## src/rtl/moore_seq_detector_pkg.sv

```systemverilog
// Shared defaults and helpers for the serial pattern detector.
// The progress width must hold every value 0..PAT_LEN inclusive.
package moore_seq_detector_pkg;

  localparam int PAT_LEN_DEF = 4;
  localparam int CNT_W_DEF   = 8;
  localparam logic [PAT_LEN_DEF-1:0] PAT_INIT_DEF = 4'b1011;

  function automatic int prog_width(input int pat_len);
    return $clog2(pat_len + 1);
  endfunction

  localparam int PROG_W_DEF = prog_width(PAT_LEN_DEF);

  typedef enum logic {
    MODE_NONOVL = 1'b0,
    MODE_OVL    = 1'b1
  } det_mode_e;

endpackage

```

## src/rtl/seq_prefix_match.sv

```systemverilog
// Combinational longest-prefix search: the new bit is shifted into the history,
// then the largest k is found whose last k valid bits equal the first k pattern bits.
module seq_prefix_match
  import moore_seq_detector_pkg::*;
#(
  parameter int PAT_LEN = PAT_LEN_DEF,
  parameter int PW      = PROG_W_DEF
) (
  input  logic [PAT_LEN-1:0] hist,
  input  logic [PW-1:0]      vcnt,
  input  logic [PAT_LEN-1:0] pat,
  input  logic               a,
  output logic [PW-1:0]      k
);

  logic [PAT_LEN-1:0] nh;
  logic [PW-1:0]      best;
  logic               ok;

  // nh[0] is the newest bit; pat[PAT_LEN-1] is the first pattern bit, so the
  // oldest of the last kk bits (nh[kk-1]) lines up with pat[PAT_LEN-1].
  always_comb begin
    nh   = {hist[PAT_LEN-2:0], a};
    best = '0;
    ok   = 1'b0;
    for (int kk = 1; kk <= PAT_LEN; kk++) begin
      ok = (kk <= int'(vcnt) + 1);
      for (int j = 0; j < kk; j++) begin
        if (nh[j] != pat[PAT_LEN-kk+j]) ok = 1'b0;
      end
      if (ok) best = PW'(kk);
    end
    k = best;
  end

endmodule

```

## src/rtl/moore_seq_detector.sv

```systemverilog
// Moore serial pattern detector with loadable pattern, overlap select and a
// saturating match counter. w is a registered copy of (prog == PAT_LEN).
module moore_seq_detector
  import moore_seq_detector_pkg::*;
#(
  parameter int                 PAT_LEN  = PAT_LEN_DEF,
  parameter logic [PAT_LEN-1:0] PAT_INIT = PAT_LEN'(PAT_INIT_DEF),
  parameter int                 CNT_W    = CNT_W_DEF
) (
  input  logic                          clck,
  input  logic                          ares,
  input  logic                          a,
  input  logic                          en,
  input  logic                          ovl,
  input  logic [PAT_LEN-1:0]            pat_in,
  input  logic                          pat_load,
  input  logic                          clr_cnt,
  output logic                          w,
  output logic [CNT_W-1:0]              cnt,
  output logic [prog_width(PAT_LEN)-1:0] dbg_prog,
  output logic [prog_width(PAT_LEN)-1:0] dbg_vcnt,
  output logic [PAT_LEN-1:0]            dbg_hist,
  output logic [PAT_LEN-1:0]            dbg_pat
);

  localparam int              PW      = prog_width(PAT_LEN);
  localparam logic [PW-1:0]   FULL    = PW'(PAT_LEN);
  localparam logic [CNT_W-1:0] CNT_MAX = '1;

  logic [PW-1:0]      prog;
  logic [PW-1:0]      vcnt;
  logic [PAT_LEN-1:0] hist;
  logic [PAT_LEN-1:0] pat;

  det_mode_e          mode;
  logic               restart;
  logic [PAT_LEN-1:0] hist_eff;
  logic [PW-1:0]      vcnt_eff;
  logic [PAT_LEN-1:0] hist_nxt;
  logic [PW-1:0]      vcnt_nxt;
  logic [PW-1:0]      k;
  logic               hit;

  assign mode = det_mode_e'(ovl);

  // Non-overlapping mode starts a fresh stream after a completed match.
  assign restart  = (mode == MODE_NONOVL) && (prog == FULL);
  assign hist_eff = restart ? '0 : hist;
  assign vcnt_eff = restart ? '0 : vcnt;
  assign hist_nxt = {hist_eff[PAT_LEN-2:0], a};
  assign vcnt_nxt = (vcnt_eff == FULL) ? FULL : vcnt_eff + PW'(1);

  seq_prefix_match #(
    .PAT_LEN (PAT_LEN),
    .PW      (PW)
  ) u_match (
    .hist (hist_eff),
    .vcnt (vcnt_eff),
    .pat  (pat),
    .a    (a),
    .k    (k)
  );

  assign hit = en && !pat_load && (k == FULL);

  always_ff @(posedge clck or posedge ares) begin
    if (ares) begin
      prog <= '0;
      vcnt <= '0;
      hist <= '0;
      pat  <= PAT_INIT;
      cnt  <= '0;
      w    <= 1'b0;
    end else begin
      if (pat_load) begin
        pat  <= pat_in;
        prog <= '0;
        vcnt <= '0;
        hist <= '0;
        w    <= 1'b0;
      end else if (en) begin
        prog <= k;
        vcnt <= vcnt_nxt;
        hist <= hist_nxt;
        w    <= (k == FULL);
      end
      if (clr_cnt) begin
        cnt <= '0;
      end else if (hit && (cnt != CNT_MAX)) begin
        cnt <= cnt + CNT_W'(1);
      end
    end
  end

  assign dbg_prog = prog;
  assign dbg_vcnt = vcnt;
  assign dbg_hist = hist;
  assign dbg_pat  = pat;

endmodule

```

## config.mk

```make
export PLATFORM = sky130hd
export DESIGN_NAME = moore_seq_detector
export DESIGN_NICKNAME = d
export VERILOG_FILES = /design/src/rtl/moore_seq_detector_pkg.sv /design/src/rtl/seq_prefix_match.sv /design/src/rtl/moore_seq_detector.sv
export SDC_FILE = /design/constraint.sdc
export NUM_CORES = 1
export LEC_CHECK = 0
export CAP_MARGIN = 40
export CORE_MARGIN = 1.5
export CORE_UTILIZATION = 49
export CTS_CLUSTER_SIZE = 14
export DETAILED_ROUTE_END_ITERATION = 7
export PLACE_DENSITY = 0.89
export SLEW_MARGIN = 40
export SYNTH_ARGS = -nofsm -noshare
export SYNTH_HDL_FRONTEND = slang
export SYNTH_SLANG_ARGS = --single-unit
```

## constraint.sdc

```tcl
create_clock -name clck -period 2.8 [get_ports clck]
set_input_delay 0.28 -clock clck [delete_from_list [all_inputs] [get_ports clck]]
set_output_delay 0.28 -clock clck [all_outputs]
set_load 0.05 [all_outputs]
```

* Yosys cells after proc, flatten, opt, wreduce, memory -nomap -nowiden
Cells that the tools add are included.
Storage, ports and cells: register bits after elaboration 23, output and inout port bits 23, logic and storage cells 62
Cells by class: add/sub/neg operators 3, $lt $le $gt $ge 4, equality and inequality tests 14, muxes and demuxes 27, bitwise logic cells 1, reductions and logical operators 7
Operators by type and width (number):
- <= comparator 3 x 32 -> 1 bit, first input constant | 2
- <= comparator 4 x 32 -> 1 bit, first input constant | 1
- 2-to-1 mux 3 bit | 8
- 2-to-1 mux 8 bit | 2
- 2-to-1 mux 1 bit | 13
- inequality test 1 bit | 10
- == test 3 bit, second input constant | 3
- adder 8 x 1 -> 8 bit, second input constant | 1
- 2-to-1 mux 4 bit | 2
- inequality test 8 bit, second input constant | 1
- adder 3 x 1 -> 4 bit, second input constant | 1
- <= comparator 1 x 4 -> 1 bit, first input constant | 1
- logical AND 1 bit | 4
- 2-to-1 mux 2 bit | 2
- nonzero test 2 bit | 2
- adder 3 x 1 -> 3 bit, second input constant | 1
- zero test 1 bit | 1
- NOT 1 bit | 1

* Longest topological paths before layout
depth in word-level cells 15, gate-level depth with buffers 11, depth with buffers taken out 10

* Cells and area by module
From an unflattened synthesis, not the netlist that was laid out.
Second synthesis, totals: cells, all modules 141, area, all modules 1448.9 um^2
Modules (own cells, without submodules):
- moore_seq_detector | times used 1, cells each 111, area each 1167.4 um^2, sequential area each 579.3 um^2
- seq_prefix_match | times used 1, cells each 30, area each 281.5 um^2, sequential area each 0.0 um^2

* Worst setup path before layout
Ideal clock, no wire load.
path type reg-to-reg, start point reg prog[0], in the netlist dbg_prog[0], end point reg prog[1], in the netlist dbg_prog[1], library setup time 122 ps, data arrival time 2687 ps, required time 2678 ps, slack -9 ps, stages on the path, launching flop included 11, period minus slack after synthesis 2809 ps, cell sequence dfrtp_1 -> or4b_4 -> buf_6 -> nand2_1 -> inv_1 -> ha_1 -> a21oi_4 -> o21bai_1 -> o211a_1 -> a31o_1 -> a32o_1
On the way: word-level cells in the longest chain between the ends 12, elaborated cells on any way between the ends 28
Ends and longest elaborated chain:
- start, declared | RTL line moore_seq_detector.sv:30 | logic [PW-1:0] prog;
- start signal, assigned | RTL line moore_seq_detector.sv:82 | prog <= k;
- == test 3 bit (*) | RTL line moore_seq_detector.sv:47 | assign restart = (mode == MODE_NONOVL) && (prog == FULL);
- logical AND 1 bit (*) | RTL line moore_seq_detector.sv:47
- 2-to-1 mux 3 bit | RTL line moore_seq_detector.sv:49 | assign vcnt_eff = restart ? '0 : vcnt;
- adder 3 x 1 -> 4 bit | RTL line seq_prefix_match.sv:27 | ok = (kk <= int'(vcnt) + 1);
- <= comparator 3 x 32 -> 1 bit or <= comparator 4 x 32 -> 1 bit (tied branches) | RTL line seq_prefix_match.sv:27
- 2-to-1 mux 1 bit (2 in a row) | RTL line seq_prefix_match.sv:29 | if (nh[j] != pat[PAT_LEN-kk+j]) ok = 1'b0;
- 2-to-1 mux 2 bit or 2-to-1 mux 1 bit (tied branches) (2 in a row) | RTL line seq_prefix_match.sv:31, seq_prefix_match.sv:29
- 2-to-1 mux 3 bit (*) | RTL line seq_prefix_match.sv:31 | if (ok) best = PW'(kk);
- 2-to-1 mux 3 bit (*) | RTL line moore_seq_detector.sv:81 | end else if (en) begin
- 2-to-1 mux 3 bit (*) | RTL line moore_seq_detector.sv:75 | if (pat_load) begin
Every way passes the cells marked *; elsewhere a longest branch is shown, timed or not. The select of a mux whose other input is x is not followed. A chain may end at the register's enable or synchronous reset.

* Final worst setup path
Same ends and word-level chain as after synthesis.

==> flow_summary_export.csv <==
group,metric,value,unit
synthesis,yosysTopAreaCell,"dfrtp_1",
detailed_routing,postRouteAntennaNets,0,
timing,tightest_slew,0.513,ns
floorplanning,rows,19,
finish,syn2layout_area_growth,28.4,%
grt,grt_pass1_vias,1132,
finish,insertedDiodeCount,0,
synthesis,synth-main-ff-cell,"dfrtp_1",
critical_path,crit_type,"flop to flop",
floorplanning,die_h,57.0,µm
synthesis,synth_commonest_cells,"dfrtp_1 (20), nor2_1 (14), nand3_1 (11)",
finish,finalNetCount,196,
cts,cts_buffers,3,
synthesis,yosysWarnings,0,
synthesis,syn_area_per_cell,9.94,µm²
floorplanning,io_pins,34,
grt,grt_first_pass_wirelength,5.46,mm
timing,period_minus_slack,2.54,ns
grt,grt_start_max_net_pins,24,
power_and_ir_drop,vdd.ir_drop.worst,0.317,mV
detailed_routing,routedWlPerCell,15.6,µm
placed_design,port_buffers,33,
timing,fin_worst_skew,0.00941,ns
timing,whs,0.272,ns
timing,final_hold_viol_count,0,
cts,ctsHoldBuffers,0,
detailed_routing,drc_errors,0,
synthesis,yosys.area.top_type_share,35.0,%
cts,h-tree-depth,1,
finish,num-fill-cells,221,
detailed_routing,vias,1250,
cts,post_cts_resized,0,
detailed_routing,drt_pre_antenna_iters,4,
timing,fmax,394,MHz
timing,setup_viol,0,
power_and_ir_drop,power.density,387,mW/mm²
timing,drv_slew,0,
placed_design,gp_congestion,0.911,
detailed_routing,drt_iter0_markers,84,
power_and_ir_drop,finalPower,0.000711,W
synthesis,synth_area_leaders,"dfrtp_1 (35%), dfstp_2 (5.5%), xor2_1 (5.5%)",
detailed_routing,routed_wl,3.28,mm
synthesis,synth-edff-count,0,
timing,slew_headroom,65.7,%
timing,rsz0062_at_grt,"false",
critical_path,crit_arrival,2.76,ns
floorplanning,start_util,51.9,%
floorplanning,die_w,57.0,µm
synthesis,synth_seq_area_share,40.5,%
placed_design,dp_hpwl,2.41,mm
status,status,"finished, final reports clean",
synthesis,synth.ff_latch_count,23,
floorplanning,coreArea,0.00276,mm²
grt,grtUsageTotal,21.8,%
synthesis,syn_nets,160,
cts,cts_tree,"built",
finish,fin_area,0.00184,mm²
finish,drive_gt1_share,14.5,%
synthesis,synth_area,0.00143,mm²
grt,grt_overflow_total,0,
timing,fin_setup_tns,0,ns
cts,cts_setup_buffers,0,
synthesis,yosysMostFrequentCell,"dfrtp_1",
grt,antenna_found_initial,0,
cts,cts_root_buffer,"clkbuf_4",
synthesis,synth_cell_types,44,
placed_design,placed_area,0.00181,mm²
cts,clk_path_buf_depth,2,
synthesis,synth_cells,144,
cts,numClockSinks,23,
critical_path,crit_fanout,5,
critical_path,cp-end-kind,"flop",
critical_path,cp.required,3.03,ns
floorplanning,die_area,0.00325,mm²
detailed_routing,via_per_inst,5.95,
min_path,min_path_type,"input pin to async pin",
timing,period_share,90.5,%
cts,clk_latency,0.32,ns
synthesis,async_reset_ff_share,100,%
cts,cts.reportedPaths.clkPinSlew,0.13,ns
job,maxCapViolations,0,
critical_path,start_kind,"flop",
power_and_ir_drop,p_leak,0.762,nW
layer usage:
metal  up-vias  GRT usage, %  share of wire [%]
met1       612          31.6                 45
met3         5          2.95                4.8
met2        44          33.2                 49
met5         -             0                  0
met4         0          8.97                1.9
li1        589             -                  -
final timing paths:
kind                                   from     endpoint  slack, ns  cells past startpoint
worst max-delay path            dbg_prog[0]  dbg_prog[1]       0.26                      9
worst min-delay path                   ares   dbg_pat[2]       0.27                      2
worst max register to register  dbg_prog[0]  dbg_prog[1]       0.26                      9
worst min register to register            w            w       0.52                      1
max in group asynchronous              ares   dbg_pat[1]       2.17                      2
min in group clck                         w            w       0.52                      1
cell type report:
cell class / instances / area, µm² / area share, %
multi-input cells: 110 / 803 / 43.7
repair buffers: 39 / 375 / 20.4
inverters: 3 / 11.3 / 0.613
well taps: 31 / 38.8 / 2.11
flip-flops and latches: 23 / 582 / 31.7
clock inverters: 1 / 5.00 / 0.272
clock buffers: 3 / 22.5 / 1.23
logic make-up (layout without fill, tap and decap cells):
kind of cell	count (synthesis)	count (layout)	share of synthesized area, %
buf+inv	11	46	3.41
xor+xnor	14	14	8.57
mux	6	6	4.55
compound gates	29	29	16.9
simple gates	56	56	21.8
fa+ha+maj	5	5	4.37
flops	23	23	40.5
critical path, stage by stage, from the launching register on:
cell,delay [ns]
dfrtp_2,0.46
or4b_4,0.56
nand2_1,0.14
inv_1,0.09
ha_1,0.26
a21oi_4,0.15
o21bai_1,0.12
o211a_1,0.24
a31o_1,0.19
a32o_1,0.25
power by group:
group | internal (W) | leakage (nW) | total (W) | switching, W
registers | 0.000348 | 0.302 | 0.000373 | 0.0000250
logic | 0.0000746 | 0.442 | 0.000180 | 0.000105
clock network | 0.0000535 | 0.0177 | 0.000158 | 0.000105
cell usage in the layout, fill, tap and decap left out, drive strengths merged, types with 3 or more instances in the layout:
cell type / n
nor2: 14
nand3: 11
a21oi: 8
nand2b: 5
xor2: 9
dfrtp: 20
o21ai: 5
dfstp: 3
mux2: 4
and3: 4
ha: 5
buf: 6
nand2: 7
inv: 3
xnor2: 5
clkbuf: 3
clkdlybuf4s50: 33
nand4: 4
registers in the layout, summed over array words and instances, names as in the netlist:
| signal | count |
|---|---|
| cnt | 8 |
| dbg_vcnt | 3 |
| dbg_hist | 4 |
| w | 1 |
| dbg_pat | 4 |
| dbg_prog | 3 |
per-stage QoR:
stage / instances / worst slack (ns) / utilization [%]
global route: 210 / 0.147 / 66.7
finish: 210 / 0.265 / 66.7
CTS: 210 / 0.294 / 66.7
global placement: 206 / 0.0896 / 65.7
detailed placement: 206 / -0.0132 / 65.7
floorplan: 144 / 0.0249 / -
Power figures use the tool's default switching activity.
